==> config.mk <==
export PLATFORM = sky130hd
export DESIGN_NAME = ina226_target
export DESIGN_NICKNAME = d
export VERILOG_FILES = /design/src/rtl/ina226_pkg.sv /design/src/rtl/i2c_target_line_sync.sv /design/src/rtl/ina226_target.sv
export SDC_FILE = /design/constraint.sdc
export NUM_CORES = 1
export LEC_CHECK = 0
export BUFFER_PORTS_ARGS = -buffer_cell sky130_fd_sc_hd__clkbuf_2
export CORE_MARGIN = 3
export CORE_UTILIZATION = 40
export CTS_CLUSTER_SIZE = 12
export DETAILED_ROUTE_END_ITERATION = 8
export PLACE_DENSITY = 0.65
export SLEW_MARGIN = 15
export SYNTH_ARGS = -nofsm -noshare
export SYNTH_HDL_FRONTEND = slang
export SYNTH_SLANG_ARGS = --single-unit
export TNS_END_PERCENT = 20
==> constraint.sdc <==
create_clock -name clk_i -period 2.7 [get_ports clk_i]
set_input_delay 0.675 -clock clk_i [delete_from_list [all_inputs] [get_ports clk_i]]
set_output_delay 0.675 -clock clk_i [all_outputs]
set_load 0.1 [all_outputs]
==> src/rtl/ina226_pkg.sv <==
// Shared types and constants for the INA226-compatible I2C target.
package ina226_pkg;

    // Register pointers understood by the target.
    typedef enum logic [7:0] {
        REG_CONFIG  = 8'h00,
        REG_SHUNT_V = 8'h01,
        REG_BUS_V   = 8'h02,
        REG_POWER   = 8'h03,
        REG_CURRENT = 8'h04,
        REG_CAL     = 8'h05,
        REG_MFG_ID  = 8'hFE,
        REG_DIE_ID  = 8'hFF
    } reg_ptr_e;

    // Protocol states of the target.
    typedef enum logic [3:0] {
        ST_IDLE,
        ST_ADDR,
        ST_ADDR_ACK,
        ST_PTR,
        ST_PTR_ACK,
        ST_WDATA,
        ST_WDATA_ACK,
        ST_RDATA,
        ST_RDATA_ACK,
        ST_WAIT_STOP
    } target_state_e;

    localparam logic [7:0]  SLAVE_ADDR_DEF = 8'h80;
    localparam logic [15:0] CONFIG_DEF     = 16'h4127;
    localparam logic [15:0] CAL_DEF        = 16'h0000;
    localparam logic [15:0] MFG_ID_DEF     = 16'h5449;
    localparam logic [15:0] DIE_ID_DEF     = 16'h2260;

    // True for the states in which the target clocks a byte in from the initiator.
    function automatic logic isRxState(input target_state_e s);
        return (s == ST_ADDR) || (s == ST_PTR) || (s == ST_WDATA);
    endfunction

endpackage

==> src/rtl/i2c_target_line_sync.sv <==
// SCL/SDA synchronizer and bus-event pulse generator for I2C targets.
// Pulses appear three clocks after the pin change; sda_o holds the SDA
// level that belongs to the pulse currently presented.
module i2c_target_line_sync (
    input  logic clk_i,
    input  logic rst_i,
    input  logic scl_i,
    input  logic sda_i,
    output logic sda_o,
    output logic scl_rise_o,
    output logic scl_fall_o,
    output logic start_o,
    output logic stop_o
);

    logic sclMeta_q, sclSync_q, sclPrev_q;
    logic sdaMeta_q, sdaSync_q, sdaPrev_q;
    logic sclRise_q, sclFall_q, start_q, stop_q;

    // Two-flop synchronizer plus one delayed copy per line; an idle bus reads high.
    always_ff @(posedge clk_i) begin
        if (rst_i) begin
            sclMeta_q <= 1'b1;
            sclSync_q <= 1'b1;
            sclPrev_q <= 1'b1;
            sdaMeta_q <= 1'b1;
            sdaSync_q <= 1'b1;
            sdaPrev_q <= 1'b1;
        end else begin
            sclMeta_q <= scl_i;
            sclSync_q <= sclMeta_q;
            sclPrev_q <= sclSync_q;
            sdaMeta_q <= sda_i;
            sdaSync_q <= sdaMeta_q;
            sdaPrev_q <= sdaSync_q;
        end
    end

    // Registered edge and START/STOP pulses, aligned with sdaPrev_q.
    always_ff @(posedge clk_i) begin
        if (rst_i) begin
            sclRise_q <= 1'b0;
            sclFall_q <= 1'b0;
            start_q   <= 1'b0;
            stop_q    <= 1'b0;
        end else begin
            sclRise_q <= sclSync_q & ~sclPrev_q;
            sclFall_q <= ~sclSync_q & sclPrev_q;
            start_q   <= sclSync_q & sclPrev_q & sdaPrev_q & ~sdaSync_q;
            stop_q    <= sclSync_q & sclPrev_q & ~sdaPrev_q & sdaSync_q;
        end
    end

    assign sda_o      = sdaPrev_q;
    assign scl_rise_o = sclRise_q;
    assign scl_fall_o = sclFall_q;
    assign start_o    = start_q;
    assign stop_o     = stop_q;

endmodule

==> src/rtl/ina226_target.sv <==
// I2C target presenting an INA226-compatible 16-bit register map.
// Measurement registers come from fabric inputs; config and calibration
// are writable and exported. SDA is driven open-drain through sda_oe_o.
module ina226_target
    import ina226_pkg::*;
#(
    parameter logic [7:0]  SLAVE_ADDR     = SLAVE_ADDR_DEF,
    parameter logic [15:0] CONFIG_DEFAULT = CONFIG_DEF,
    parameter logic [15:0] CAL_DEFAULT    = CAL_DEF,
    parameter logic [15:0] MFG_ID         = MFG_ID_DEF,
    parameter logic [15:0] DIE_ID         = DIE_ID_DEF
) (
    input  logic        clk_i,
    input  logic        rst_i,
    input  logic        scl_i,
    input  logic        sda_i,
    output logic        sda_oe_o,
    input  logic [15:0] vshunt_i,
    input  logic [15:0] vbus_i,
    input  logic [15:0] power_i,
    input  logic [15:0] current_i,
    output logic [15:0] config_o,
    output logic [15:0] cal_o,
    output logic        reg_wr_o,
    output logic [7:0]  reg_wr_addr_o,
    output logic        busy_o
);

    logic sdaBit, sclRise, sclFall, busStart, busStop;

    i2c_target_line_sync u_line_sync (
        .clk_i      (clk_i),
        .rst_i      (rst_i),
        .scl_i      (scl_i),
        .sda_i      (sda_i),
        .sda_o      (sdaBit),
        .scl_rise_o (sclRise),
        .scl_fall_o (sclFall),
        .start_o    (busStart),
        .stop_o     (busStop)
    );

    target_state_e state_q;
    logic [2:0]    bitCnt_q;
    logic          byteDone_q;
    logic [7:0]    rxShift_q;
    logic [7:0]    txShift_q;
    logic [15:0]   snapshot_q;
    logic          rdLsb_q;
    logic          ackSeen_q;
    logic          rw_q;
    logic [7:0]    pointer_q;
    logic [7:0]    msbHold_q;
    logic [1:0]    byteIdx_q;
    logic [15:0]   config_q;
    logic [15:0]   cal_q;
    logic          regWr_q;
    logic [7:0]    regWrAddr_q;
    logic          busy_q;
    logic          sdaOe_q;

    logic [7:0]    rxByte_d;
    logic          lastBit_d;
    logic [15:0]   snapWord_d;
    logic [7:0]    nextTx_d;

    // Incoming byte including the bit sampled now, and whether this rise completes the byte.
    always_comb begin
        rxByte_d  = {rxShift_q[6:0], sdaBit};
        lastBit_d = sclRise && !byteDone_q && (bitCnt_q == 3'd7);
    end

    // Read map: the word a read transaction would capture for the current pointer.
    always_comb begin
        snapWord_d = 16'h0000;
        case (pointer_q)
            REG_CONFIG:  snapWord_d = config_q;
            REG_SHUNT_V: snapWord_d = vshunt_i;
            REG_BUS_V:   snapWord_d = vbus_i;
            REG_POWER:   snapWord_d = power_i;
            REG_CURRENT: snapWord_d = current_i;
            REG_CAL:     snapWord_d = cal_q;
            REG_MFG_ID:  snapWord_d = MFG_ID;
            REG_DIE_ID:  snapWord_d = DIE_ID;
            default:     snapWord_d = 16'h0000;
        endcase
    end

    // Byte to send after an initiator ACK: the halves of the snapshot alternate.
    always_comb begin
        nextTx_d = rdLsb_q ? snapshot_q[15:8] : snapshot_q[7:0];
    end

    // Protocol engine: bus conditions first, then per-state bit handling on SCL edges.
    always_ff @(posedge clk_i) begin
        if (rst_i) begin
            state_q     <= ST_IDLE;
            bitCnt_q    <= 3'd0;
            byteDone_q  <= 1'b0;
            rxShift_q   <= 8'h00;
            txShift_q   <= 8'h00;
            snapshot_q  <= 16'h0000;
            rdLsb_q     <= 1'b0;
            ackSeen_q   <= 1'b0;
            rw_q        <= 1'b0;
            pointer_q   <= 8'h00;
            msbHold_q   <= 8'h00;
            byteIdx_q   <= 2'd0;
            config_q    <= CONFIG_DEFAULT;
            cal_q       <= CAL_DEFAULT;
            regWr_q     <= 1'b0;
            regWrAddr_q <= 8'h00;
            busy_q      <= 1'b0;
            sdaOe_q     <= 1'b0;
        end else begin
            regWr_q <= 1'b0;
            if (busStop) begin
                state_q    <= ST_IDLE;
                sdaOe_q    <= 1'b0;
                busy_q     <= 1'b0;
                bitCnt_q   <= 3'd0;
                byteDone_q <= 1'b0;
            end else if (busStart) begin
                state_q    <= ST_ADDR;
                sdaOe_q    <= 1'b0;
                bitCnt_q   <= 3'd0;
                byteDone_q <= 1'b0;
            end else begin
                if (sclRise && !byteDone_q && (isRxState(state_q) || state_q == ST_RDATA)) begin
                    bitCnt_q  <= bitCnt_q + 3'd1;
                    rxShift_q <= rxByte_d;
                    if (bitCnt_q == 3'd7) begin
                        byteDone_q <= 1'b1;
                    end
                end

                case (state_q)
                    ST_ADDR: begin
                        if (sclFall && byteDone_q) begin
                            byteDone_q <= 1'b0;
                            bitCnt_q   <= 3'd0;
                            if (rxShift_q[7:1] == SLAVE_ADDR[7:1]) begin
                                state_q <= ST_ADDR_ACK;
                                sdaOe_q <= 1'b1;
                                busy_q  <= 1'b1;
                                rw_q    <= rxShift_q[0];
                                if (rxShift_q[0]) begin
                                    snapshot_q <= snapWord_d;
                                end
                            end else begin
                                state_q <= ST_WAIT_STOP;
                                busy_q  <= 1'b0;
                            end
                        end
                    end

                    ST_ADDR_ACK: begin
                        if (sclFall) begin
                            if (rw_q) begin
                                state_q   <= ST_RDATA;
                                txShift_q <= snapshot_q[15:8];
                                sdaOe_q   <= ~snapshot_q[15];
                                rdLsb_q   <= 1'b0;
                            end else begin
                                state_q <= ST_PTR;
                                sdaOe_q <= 1'b0;
                            end
                        end
                    end

                    ST_PTR: begin
                        if (lastBit_d) begin
                            pointer_q <= rxByte_d;
                        end
                        if (sclFall && byteDone_q) begin
                            state_q    <= ST_PTR_ACK;
                            sdaOe_q    <= 1'b1;
                            byteDone_q <= 1'b0;
                            bitCnt_q   <= 3'd0;
                            byteIdx_q  <= 2'd0;
                        end
                    end

                    ST_PTR_ACK: begin
                        if (sclFall) begin
                            state_q <= ST_WDATA;
                            sdaOe_q <= 1'b0;
                        end
                    end

                    ST_WDATA: begin
                        if (lastBit_d) begin
                            case (byteIdx_q)
                                2'd0: begin
                                    msbHold_q <= rxByte_d;
                                    byteIdx_q <= 2'd1;
                                end
                                2'd1: begin
                                    byteIdx_q <= 2'd2;
                                    if (pointer_q == REG_CONFIG) begin
                                        config_q    <= {msbHold_q, rxByte_d};
                                        regWr_q     <= 1'b1;
                                        regWrAddr_q <= pointer_q;
                                    end else if (pointer_q == REG_CAL) begin
                                        cal_q       <= {msbHold_q, rxByte_d};
                                        regWr_q     <= 1'b1;
                                        regWrAddr_q <= pointer_q;
                                    end
                                end
                                default: begin
                                    byteIdx_q <= 2'd2;
                                end
                            endcase
                        end
                        if (sclFall && byteDone_q) begin
                            state_q    <= ST_WDATA_ACK;
                            sdaOe_q    <= 1'b1;
                            byteDone_q <= 1'b0;
                            bitCnt_q   <= 3'd0;
                        end
                    end

                    ST_WDATA_ACK: begin
                        if (sclFall) begin
                            state_q <= ST_WDATA;
                            sdaOe_q <= 1'b0;
                        end
                    end

                    ST_RDATA: begin
                        if (sclFall) begin
                            if (byteDone_q) begin
                                state_q    <= ST_RDATA_ACK;
                                sdaOe_q    <= 1'b0;
                                byteDone_q <= 1'b0;
                                bitCnt_q   <= 3'd0;
                                ackSeen_q  <= 1'b0;
                            end else begin
                                txShift_q <= {txShift_q[6:0], 1'b0};
                                sdaOe_q   <= ~txShift_q[6];
                            end
                        end
                    end

                    ST_RDATA_ACK: begin
                        if (sclRise) begin
                            if (sdaBit) begin
                                state_q <= ST_WAIT_STOP;
                            end else begin
                                ackSeen_q <= 1'b1;
                            end
                        end else if (sclFall && ackSeen_q) begin
                            state_q   <= ST_RDATA;
                            ackSeen_q <= 1'b0;
                            rdLsb_q   <= ~rdLsb_q;
                            txShift_q <= nextTx_d;
                            sdaOe_q   <= ~nextTx_d[7];
                        end
                    end

                    default: begin
                        sdaOe_q <= 1'b0;
                    end
                endcase
            end
        end
    end

    assign sda_oe_o      = sdaOe_q;
    assign config_o      = config_q;
    assign cal_o         = cal_q;
    assign reg_wr_o      = regWr_q;
    assign reg_wr_addr_o = regWrAddr_q;
    assign busy_o        = busy_q;

endmodule

==> metrics.md <==
| Metric | Value |
|---|---|
| Drt drc | `0` |
| # Max-Cap Violations | `0` |
| Core Box Area | `13500 µm²` |
| Synth Area in XOR/XNOR | `0.468%` |
| Max-slew violation count | `0` |
| Critical Path AT | `2540 ps` |
| PortBufs | `110` |
| Global-route wire length before repair | `26.2 mm` |
| Commonest non-fill, non-tap cell in the layout | `dfxtp_1` |
| WP data required | `3000 ps` |
| Post-synthesis mux area share | `12.3%` |
| Post-synthesis net count | `706` |
| DRT iter0 DRCs | `406` |
| Worst clock skew | `8.76 ps` |
| Power Internal | `3.65 mW` |
| Filler cells | `1222` |
| PD cells | `700 nW/µm²` |
| Total gr overflow | `0` |
| HP Class | `reg -> reg` |
| Final #Nets | `805` |
| Top area cells in the synthesized netlist | `dfxtp_1 (40%), mux2i_1 (7.7%), nand2_1 (5.3%)` |
| Register share of total power | `36.5%` |
| Vias in the first global route | `5038` |
| Core Rows | `42` |
| Top cell type's share of synthesized area | `40.3%` |
| HPWL after detailed placement | `11.8 mm` |
| Initial antenna violation count | `0` |
| Die area | `15500 µm²` |
| Antenna diode count | `0` |
| Ports | `111` |
| Distinct cells, synth | `65` |
| Adder-Cell Fraction of Synth Area | `0.446%` |
| Post-synth EDFFs | `0` |
| Syn Inst Count | `636` |
| Worst hold slack | `410 ps` |
| Clk Latency, worst-skew pair | `410 ps` |
| Initial core utilization | `41.6%` |
| Max Buffers Root-to-Sink | `2` |
| Multi-input logic area | `3100 µm²` |
| Switching Fraction | `25.2%` |
| Register area share after synthesis | `40.3%` |
| Final TNS setup | `0 ps` |
| Final setup violation count | `0` |
| Setup repair bufs after CTS | `0` |
| Nature of the critical path endpoint | `flip-flop` |
| Area Overhead vs Synth | `24.1%` |
| CP startpoint kind | `flip-flop` |
| Fin crit share | `82.8%` |
| Most frequent cells in the layout | `dfxtp_1 (112), clkbuf_2 (109), nand2_1 (79)` |
| Status | `finished clean` |
| Fin. Hold Viols | `0` |
| Die Y | `124 µm` |
| Root Driver | `clkbuf_16` |
| DRT Pass-1 Iters | `5` |
| Horiz. Die Dim | `124 µm` |
| Antenna viol nets, final | `0` |
| Maximum clock rate | `0.447 GHz` |
| Layout cells sized above 1 | `26.9%` |
| Core Util, Final | `51.6%` |
| Post-synth top area cell | `dfxtp_1` |
| Leakage | `2.68 nW` |
| Max H-tree Level | `4` |
| Routed wire length | `16.3 mm` |
| CTS clock-pin slew for the worst setup and hold paths | `50 ps` |
| Vias | `5209` |
| # hold bufs at CTS | `0` |
| Placed cells | `892` |
| Reg2reg setup slack | `460 ps` |
| Main combinational cell family by area after synthesis | `simple AND/OR/NAND/NOR gates` |
| Fin cells | `924` |
| RSZ-0062 raised after global routing | `false` |
| Post-Synth Simple-Gate Area | `24.9%` |
| WL per Instance | `17.6 µm` |
| GRT Overall Usage | `20.7%` |
| Post-DR vias/cell | `5.64` |
| NetSw | `1.23 mW` |
| Crit-path max FO | `13` |
| Synth Area in Compound Gates | `17.2%` |
| CTS Buf Count | `17` |
| Max-slew headroom | `50.3%` |
| CTS tree | `yes` |
| Mapped Area | `5610 µm²` |
| Storage element area | `2260 µm²` |
| Synthesized area per cell | `8.83 µm²` |
| Ys async rst share | `0%` |
| Critical path type | `reg -> reg` |
| Worst ir drop on vdd | `501 µV` |
| Power share of the combinational group | `13.8%` |
| Top FF cell, synth | `dfxtp_1` |
| Final min period | `2240 ps` |
| Clock power share | `49.7%` |
| Clock sinks | `113` |
| Synth Register Bits | `113` |
| GPL Wtd Cong | `0.949` |
| Post_cts resized | `0` |
| Largest net degree at the start of global routing | `72` |
| Worst slew pin tran | `744 ps` |
| Synth warnings | `0` |
critical path, cell delays in order, from the launching register on:
cell	delay, ps
dfxtp_1	660
inv_1	340
nor3_1	610
a21oi_1	180
o41ai_1	340
final timing paths:
path / startpoint / end / cells after the start
worst max-delay path: pointer_q[2] / snapshot_q[5] / 4
worst min-delay path: u_line_sync.sclMeta_q / u_line_sync.sclSync_q / 1
worst min register to register: u_line_sync.sclMeta_q / u_line_sync.sclSync_q / 1
worst max register to register: pointer_q[2] / snapshot_q[5] / 4
synth_stat cells (13+ instances only):
cell type    n
dfxtp_1    113
nand2_1     79
a21oi_1     57
nor2_1      54
mux2i_1     43
nand3_1     31
clkbuf_1    25
nand3b_1    14
nor2b_1     14
o21ai_0     13
power groups by stage:
stage | Combinational [mW] | Clock [mW] | Sequential [mW]
2_1_floorplan | 0.504 | 0 | 1.81
3_3_place_gp | 0.647 | 0 | 1.81
5_1_grt | 0.735 | 2.53 | 1.79
6_report | 0.675 | 2.43 | 1.78
4_1_cts | 0.666 | 2.45 | 1.78
3_5_place_dp | 0.663 | 0 | 1.81
through the flow:
| stage | power, mW | instance area (µm²) | setup WS, ps |
|---|---|---|---|
| 2_1_floorplan | 2.31 | 5610 | 775 |
| 3_3_place_gp | 2.46 | 6320 | 421 |
| 4_1_cts | 4.89 | 6970 | 500 |
| 3_5_place_dp | 2.47 | 6320 | 442 |
| 6_report | 4.88 | 6970 | 464 |
| 5_1_grt | 5.05 | 6970 | 176 |
state kept, by name, indices dropped and copies added, names as in the netlist, 2 cells and up:
name and cells:
reg_wr_addr_o 8, cal_o 16, snapshot_q 16, state_q 4, config_o 16, msbHold_q 8, byteIdx_q 2, txShift_q 7
pointer_q 8, rxShift_q 8, bitCnt_q 3
logic make-up (layout without fill, tap and decap cells):
logic type | Yosys count | in the layout
and+or+nand+nor | 262 | 262
AOI/OAI and AO/OA | 143 | 143
DFF | 113 | 113
muxes | 58 | 58
buffers and inverters | 55 | 167
xor gates and xnor gates | 3 | 3
adders and majority gates | 2 | 2
per-layer routing:
| layer | GRT usage (%) | share of wire (%) | up-vias |
|---|---|---|---|
| met4 | 7.80 | 2.3 | 0 |
| met2 | 32.5 | 46 | 181 |
| met3 | 5.32 | 6.1 | 33 |
| met1 | 27.4 | 45 | 2495 |
| met5 | 0 | 0 | - |
| li1 | - | - | 2500 |
area by class of cell:
cell class	instances	area share, %
clock buffer	23	7.15
inverter	8	0.431
clock inverter	9	2.17
sequential	113	32.5
multi-input combinational	468	44.5
timing repair buffer	127	10.1
tap	176	3.16
(Power assumes the default switching activity.)
